File: src/rtl/dma_channel_program_regs_if.sv
// CPU I/O programming bus for the DMA channel base registers (8237-style strobes).
interface dma_channel_program_regs_if;
    logic       CS_n;
    logic       IOW_n;
    logic       IOR_n;
    logic [3:0] A;
    logic [7:0] db_in;
    logic [7:0] db_out;
    logic       db_oe;

    modport master (
        output CS_n, IOW_n, IOR_n, A, db_in,
        input  db_out, db_oe
    );

    modport slave (
        input  CS_n, IOW_n, IOR_n, A, db_in,
        output db_out, db_oe
    );
endinterface

File: src/rtl/dma_channel_program_regs.sv
// CPU-side base address / word count programming for a 4-channel DMA with byte-pointer flip-flop.
// Optional readback path enabled by defining DMA_PROG_READBACK_EN.
module dma_channel_program_regs #(
    parameter int unsigned NUM_CH   = 4,
    parameter logic [15:0] RST_ADDR = 16'h0000,
    parameter logic [15:0] RST_WORD = 16'h0000
) (
    input  logic                        clk,
    input  logic                        rst_n,
    dma_channel_program_regs_if.slave   io_cpu,
    input  logic [1:0]                  ch_select,
    input  logic [15:0]                 cur_address,
    input  logic [15:0]                 cur_word,
    output logic [15:0]                 base_address,
    output logic [15:0]                 base_word,
    output logic                        load_strobe,
    output logic [1:0]                  load_ch
);

    localparam int unsigned CH_W = 2;

    logic [15:0]     r_base_addr [NUM_CH];
    logic [15:0]     r_base_word [NUM_CH];
    logic            r_ff;
    logic            r_iow_q;
    logic            r_ior_q;
    logic            r_load_pend;
    logic [CH_W-1:0] r_load_ch_pend;

    logic            w_wr;
    logic            w_rd_toggle;
    logic [CH_W-1:0] w_ch;

    assign w_ch = io_cpu.A[2:1];

    // Falling-edge detect; simultaneous read and write strobes cancel each other.
    assign w_wr = !io_cpu.CS_n && !io_cpu.IOW_n && r_iow_q && io_cpu.IOR_n;

    assign base_address = r_base_addr[ch_select];
    assign base_word    = r_base_word[ch_select];

`ifdef DMA_PROG_READBACK_EN
    logic       w_rd;
    logic [15:0] w_rd_word;
    logic [7:0]  w_rd_byte;
    logic [7:0]  r_db_out;
    logic        r_db_oe;

    assign w_rd        = !io_cpu.CS_n && !io_cpu.IOR_n && r_ior_q && io_cpu.IOW_n;
    assign w_rd_toggle = w_rd && !io_cpu.A[3];

    // Live buffer counters only belong to the serviced channel; others read back their base.
    always_comb begin
        w_rd_word = 16'h0000;
        w_rd_byte = 8'h00;
        if (w_ch == ch_select) begin
            w_rd_word = io_cpu.A[0] ? cur_word : cur_address;
        end else begin
            w_rd_word = io_cpu.A[0] ? r_base_word[w_ch] : r_base_addr[w_ch];
        end
        if (!io_cpu.A[3]) begin
            w_rd_byte = r_ff ? w_rd_word[15:8] : w_rd_word[7:0];
        end
    end

    always_ff @(posedge clk or negedge rst_n) begin
        if (!rst_n) begin
            r_db_out <= 8'h00;
            r_db_oe  <= 1'b0;
        end else begin
            if (w_rd) begin
                r_db_out <= w_rd_byte;
            end
            r_db_oe <= w_rd || (r_db_oe && !io_cpu.CS_n && !io_cpu.IOR_n);
        end
    end

    assign io_cpu.db_out = r_db_out;
    assign io_cpu.db_oe  = r_db_oe;
`else
    logic w_unused_readback;

    assign w_rd_toggle       = 1'b0;
    assign w_unused_readback = ^{cur_address, cur_word};
    assign io_cpu.db_out     = 8'h00;
    assign io_cpu.db_oe      = 1'b0;
`endif

    // Register file, byte pointer and load strobe pipeline.
    always_ff @(posedge clk or negedge rst_n) begin
        if (!rst_n) begin
            for (int unsigned i = 0; i < NUM_CH; i++) begin
                r_base_addr[CH_W'(i)] <= RST_ADDR;
                r_base_word[CH_W'(i)] <= RST_WORD;
            end
            r_ff           <= 1'b0;
            r_iow_q        <= 1'b1;
            r_ior_q        <= 1'b1;
            r_load_pend    <= 1'b0;
            r_load_ch_pend <= '0;
            load_strobe    <= 1'b0;
            load_ch        <= '0;
        end else begin
            r_iow_q     <= io_cpu.IOW_n;
            r_ior_q     <= io_cpu.IOR_n;
            r_load_pend <= 1'b0;
            load_strobe <= r_load_pend;
            if (r_load_pend) begin
                load_ch <= r_load_ch_pend;
            end
            if (w_wr) begin
                if (!io_cpu.A[3]) begin
                    case ({io_cpu.A[0], r_ff})
                        2'b00: r_base_addr[w_ch][7:0]  <= io_cpu.db_in;
                        2'b01: r_base_addr[w_ch][15:8] <= io_cpu.db_in;
                        2'b10: r_base_word[w_ch][7:0]  <= io_cpu.db_in;
                        default: begin
                            r_base_word[w_ch][15:8] <= io_cpu.db_in;
                            r_load_pend             <= 1'b1;
                            r_load_ch_pend          <= w_ch;
                        end
                    endcase
                    r_ff <= ~r_ff;
                end else if (io_cpu.A == 4'hC) begin
                    r_ff <= 1'b0;
                end else if (io_cpu.A == 4'hD) begin
                    for (int unsigned i = 0; i < NUM_CH; i++) begin
                        r_base_addr[CH_W'(i)] <= RST_ADDR;
                        r_base_word[CH_W'(i)] <= RST_WORD;
                    end
                    r_ff <= 1'b0;
                end
            end else if (w_rd_toggle) begin
                r_ff <= ~r_ff;
            end
        end
    end

endmodule

File: src/flat_wrapper.sv
// flat-port wrapper written by rule: the top's interface ports become plain ports
module dma_channel_program_regs_flat 
#(
    parameter int unsigned NUM_CH   = 4,
    parameter logic [15:0] RST_ADDR = 16'h0000,
    parameter logic [15:0] RST_WORD = 16'h0000
)
  (clk, rst_n, ch_select, cur_address, cur_word, base_address, base_word, load_strobe, load_ch, io_cpu_CS_n, io_cpu_IOW_n, io_cpu_IOR_n, io_cpu_A, io_cpu_db_in, io_cpu_db_out, io_cpu_db_oe);
  dma_channel_program_regs_if io_cpu_i ();
  input  logic clk;
  input  logic rst_n;
  input  logic [1:0] ch_select;
  input  logic [15:0] cur_address;
  input  logic [15:0] cur_word;
  output logic [15:0] base_address;
  output logic [15:0] base_word;
  output logic load_strobe;
  output logic [1:0] load_ch;
  input wire logic [$bits(io_cpu_i.CS_n)-1:0] io_cpu_CS_n;
  input wire logic [$bits(io_cpu_i.IOW_n)-1:0] io_cpu_IOW_n;
  input wire logic [$bits(io_cpu_i.IOR_n)-1:0] io_cpu_IOR_n;
  input wire logic [$bits(io_cpu_i.A)-1:0] io_cpu_A;
  input wire logic [$bits(io_cpu_i.db_in)-1:0] io_cpu_db_in;
  output wire logic [$bits(io_cpu_i.db_out)-1:0] io_cpu_db_out;
  output wire logic [$bits(io_cpu_i.db_oe)-1:0] io_cpu_db_oe;
  assign io_cpu_i.CS_n = io_cpu_CS_n;
  assign io_cpu_i.IOW_n = io_cpu_IOW_n;
  assign io_cpu_i.IOR_n = io_cpu_IOR_n;
  assign io_cpu_i.A = io_cpu_A;
  assign io_cpu_i.db_in = io_cpu_db_in;
  assign io_cpu_db_out = io_cpu_i.db_out;
  assign io_cpu_db_oe = io_cpu_i.db_oe;
  dma_channel_program_regs #(.NUM_CH(NUM_CH), .RST_ADDR(RST_ADDR), .RST_WORD(RST_WORD)) u_core (.clk(clk), .rst_n(rst_n), .io_cpu(io_cpu_i), .ch_select(ch_select), .cur_address(cur_address), .cur_word(cur_word), .base_address(base_address), .base_word(base_word), .load_strobe(load_strobe), .load_ch(load_ch));
endmodule
File: config.mk
export PLATFORM = sky130hd
export DESIGN_NAME = dma_channel_program_regs_flat
export DESIGN_NICKNAME = d
export VERILOG_FILES = /design/src/rtl/dma_channel_program_regs_if.sv /design/src/rtl/dma_channel_program_regs.sv /design/src/flat_wrapper.sv
export SDC_FILE = /design/constraint.sdc
export NUM_CORES = 1
export LEC_CHECK = 0
export BUFFER_PORTS_ARGS = -buffer_cell sky130_fd_sc_hd__buf_4
export CAP_MARGIN = 10
export CORE_UTILIZATION = 40
export DETAILED_ROUTE_END_ITERATION = 16
export MAX_ROUTING_LAYER = met4
export PLACE_DENSITY_LB_ADDON = 0.08
export REMOVE_ABC_BUFFERS = 1
export SLEW_MARGIN = 20
export SYNTH_ARGS = -nofsm -noshare
export SYNTH_HDL_FRONTEND = slang
export SYNTH_SLANG_ARGS = --single-unit
File: constraint.sdc
create_clock -name clk -period 2.3 [get_ports clk]
set_clock_uncertainty 0.2 [all_clocks]
set_input_delay 0.345 -clock clk [delete_from_list [all_inputs] [get_ports clk]]
set_output_delay 0.345 -clock clk [all_outputs]
set_load 0.01 [all_outputs]
==> metrics.txt <==
Vias/cell 5.77; Total Routing Usage GR approximately a quarter; Post-Syn Instances 571; Layout Utilization roughly half; Req. time, crit path 2.41 ns; sequential-to-total area share from yosys stat 52.9%; crit-path leading delay family buffers and inverters; Avg WL per Cell 22.0 um; grt ovf 0; leading cell types in the layout, fill and taps excluded 142 x nand2_1, 135 x dfrtp_1, 92 x o31ai_1; Internal 0.00435 W; Final HPWL DP 12300 um; worst setup path class in -> reg; Net Switching 0.00142 W; Clk Latency, worst-skew pair roughly 0.42 ns; total CTS buffers 17; diode count 0; root buffer cell clkbuf_16; Chip Height between 100 and 150 um; Worst Path Max Fanout 28; Synth Register Bits 136; Reg2Reg Depth 3; reg2reg end u_core.r_base_addr[57]$_DFFE_PN0P_; Leak 3.37 nW; peak supply drop 0.526 mV; P&R area growth vs syn 20.0%; Rel. slew slack between 40% and 50%; power per cell area 748 nW/um^2; Most Frequent Cell on Critical Path buf_4; Worst-Margin Slew ~0.86 ns; Die X 129 um; CP endpoint kind register; Post-synth EDFFs 0; Warnings, synthesis 0; CTS tree done; maxcap violations 0; commonest non-fill, non-tap cell in the layout nand2_1; fin nets 679; largest net degree at the start of global routing 56; first-pass GRT wire length between 20000 and 30000 um; crit-path max cell delay 0.54 ns; Initial DRC Count approximately 390; # setup viols final 0; ANT nets after route 0; TritonRoute pass-1 iters 5; port bufs 53; worst-path cell chain dlygate4sd3_1 -> buf_4 -> nand4bb_1 -> buf_4 -> a211o_2 -> o31ai_1; flop2flop setup slack 0.33 ns; # DRC 0; layout cells sized above 1 24.5%; WP depth 6; slowest stage cell, crit path dlygate4sd3_1; Reg clk slew, reported paths 0.06 ns; drt total wl approximately 19000 um; Placed Cells around 800; Seq pwr share 43.6%; Placer Congestion 0.847; status finished, final reports clean; Peak Freq 0.471 GHz; WHS Path Cells 3; final hold vios 0; Ports 95; R2R Path Start u_core.r_ff$_DFFE_PN0P_; H-tree level count 4; initial antenna violation count 0; Bufs and invs on worst path 3; RSZ-0062 raised after global routing false; Setup Fix Bufs, Post-CTS 0; fraction of power spent switching nets 24.7%; area of the mapped netlist 6430 sq um; syn avg cell area between 10 and 15 sq um; Arr. time, crit path 2.24 ns; Synth cell types 41; CTS Sinks about 140; Comb pwr share 10.1%; CP startpoint kind input pin; Hold Path End u_core.r_base_word[27]$_DFFE_PN0P_; Initial Util 41.7%; Async S/R FF share, synth 100%; crit share post-route 92.4%; Hold Crit Start io_cpu_db_in[3]; vias in the first global route 4837; area of the core approximately 15000 sq um; dominant synthesized flop cell dfrtp_1; vias post-DR approximately 4900; Clock Path Buffers 2; die area about 17000 sq um; worst min-delay path category in -> reg; Layout fillers 1429; Layout Cells excl Fill 852; Max Slew Vio Count 0; Tmin final 2.12 ns; FP Rows 45; power share of the clock group 46.3%
-- area by class of cell --
class	instances	area, sq um	area share [%]
sequential	136	3400	44.1
multi-input combinational	385	2770	35.9
timing repair buffer	85	697	9.03
clock buffer	23	478	6.19
tap	211	264	3.42
clock inverter	9	97.6	1.26
inverter	3	11.3	0.146
-- synth_stat cells (2+ instances only) --
| cell | instances | area, sq um |
|---|---|---|
| a21oi_1 | 2 | 10.0 |
| and3b_1 | 3 | 26.3 |
| a22o_1 | 16 | 140 |
| nor4bb_1 | 2 | 20.0 |
| buf_4 | 9 | 67.6 |
| nand2_1 | 142 | 533 |
| nand4b_1 | 2 | 17.5 |
| clkbuf_1 | 22 | 82.6 |
| mux4_2 | 32 | 721 |
| nor2b_1 | 3 | 18.8 |
| and2_1 | 4 | 25.0 |
| nor2_1 | 5 | 18.8 |
| o2111ai_1 | 3 | 26.3 |
| o31ai_2 | 4 | 50.1 |
| nor3_1 | 2 | 10.0 |
| a21o_1 | 3 | 22.5 |
| a41oi_1 | 2 | 17.5 |
| nand2b_1 | 2 | 12.5 |
| nor4b_1 | 2 | 17.5 |
| mux2_2 | 3 | 33.8 |
| nor3b_1 | 2 | 15.0 |
| o31ai_1 | 92 | 691 |
| buf_1 | 3 | 11.3 |
| buf_6 | 3 | 33.8 |
| inv_1 | 3 | 11.3 |
| o21ai_0 | 34 | 170 |
| dfrtp_1 | 135 | 3380 |
| buf_2 | 18 | 90.1 |
| o211ai_1 | 6 | 45.0 |
-- power groups by stage --
stage / Clock, W / Sequential [W] / Combinational [W]
2_1_floorplan: 0 / 0.00255 / 0.000254
3_3_place_gp: 0 / 0.00256 / 0.000574
3_5_place_dp: 0 / 0.00256 / 0.000586
4_1_cts: 0.00272 / 0.00252 / 0.000591
5_1_grt: 0.00283 / 0.00253 / 0.000635
6_report: 0.00268 / 0.00252 / 0.000583
-- worst max path at each step --
stage                                        start                            endpoint
after global placement                 io_cpu_A[2]  u_core.r_base_addr[54]$_DFFE_PN0P_
after global routing                  io_cpu_IOW_n  u_core.r_base_addr[57]$_DFFE_PN0P_
final                                 io_cpu_IOW_n  u_core.r_base_addr[57]$_DFFE_PN0P_
after CTS                             io_cpu_IOW_n  u_core.r_base_addr[50]$_DFFE_PN0P_
after floorplan           u_core.r_iow_q$_DFF_PN1_  u_core.r_base_addr[24]$_DFFE_PN0P_
after detailed placement               io_cpu_A[2]  u_core.r_base_addr[49]$_DFFE_PN0P_
-- worst reg2reg max path, cell delays in order (launching register included) --
cell     delay, ns
dfrtp_1       0.43
or4b_1        0.46
a211o_2       0.51
o31ai_1       0.27
-- through the flow --
step | setup slack, ns | setup TNS (ns) | hold slack [ns] | cell area, sq um | total power (W)
4_1_cts | 0.109 | 0 | 0.0318 | 7720 | 0.00583
3_3_place_gp | 0.166 | 0 | 0.139 | 7120 | 0.00313
5_1_grt | 0.0884 | 0 | 0.0303 | 7720 | 0.00599
6_report | 0.176 | 0 | 0.0338 | 7720 | 0.00578
2_1_floorplan | -0.0251 | -0.201 | -0.151 | 6180 | 0.00281
3_5_place_dp | 0.0945 | 0 | 0.148 | 7120 | 0.00315
-- cell families (layout without fill, tap and decap cells) --
logic type,after synthesis,in the layout,share of synthesized area (%)
mux,35,35,11.7
simple gates,176,176,12.1
compound gates,165,165,18.6
flops,136,136,52.9
other cells,1,9,0.0583
buf+inv,58,120,4.61
-- registers in the layout, indices dropped and copies added, names as in the netlist --
signal and flops:
u_core.r_base_addr 64, u_core.r_load_pend 1, u_core.r_load_ch_pend 2, u_core.r_base_word 64, u_core.load_ch 2, u_core.r_iow_q 1, u_core.r_ff 1, u_core.load_strobe 1
-- routing by layer --
layer	wire, um	global-route usage [%]	vias to the layer above
met5	0	-	-
met4	265	6.71	0
met3	1030	4.78	25
met2	9080	39.7	188
met1	8380	33.4	2476
li1	-	-	2223
-- repair_timing --
action                                  in CTS  in global routing
hold buffers                                 2                  0
hold endpoints to repair                    53                  0
resized for setup                            0                  1
endpoints found under the setup margin       0                  1
(Power assumes the default switching activity.)
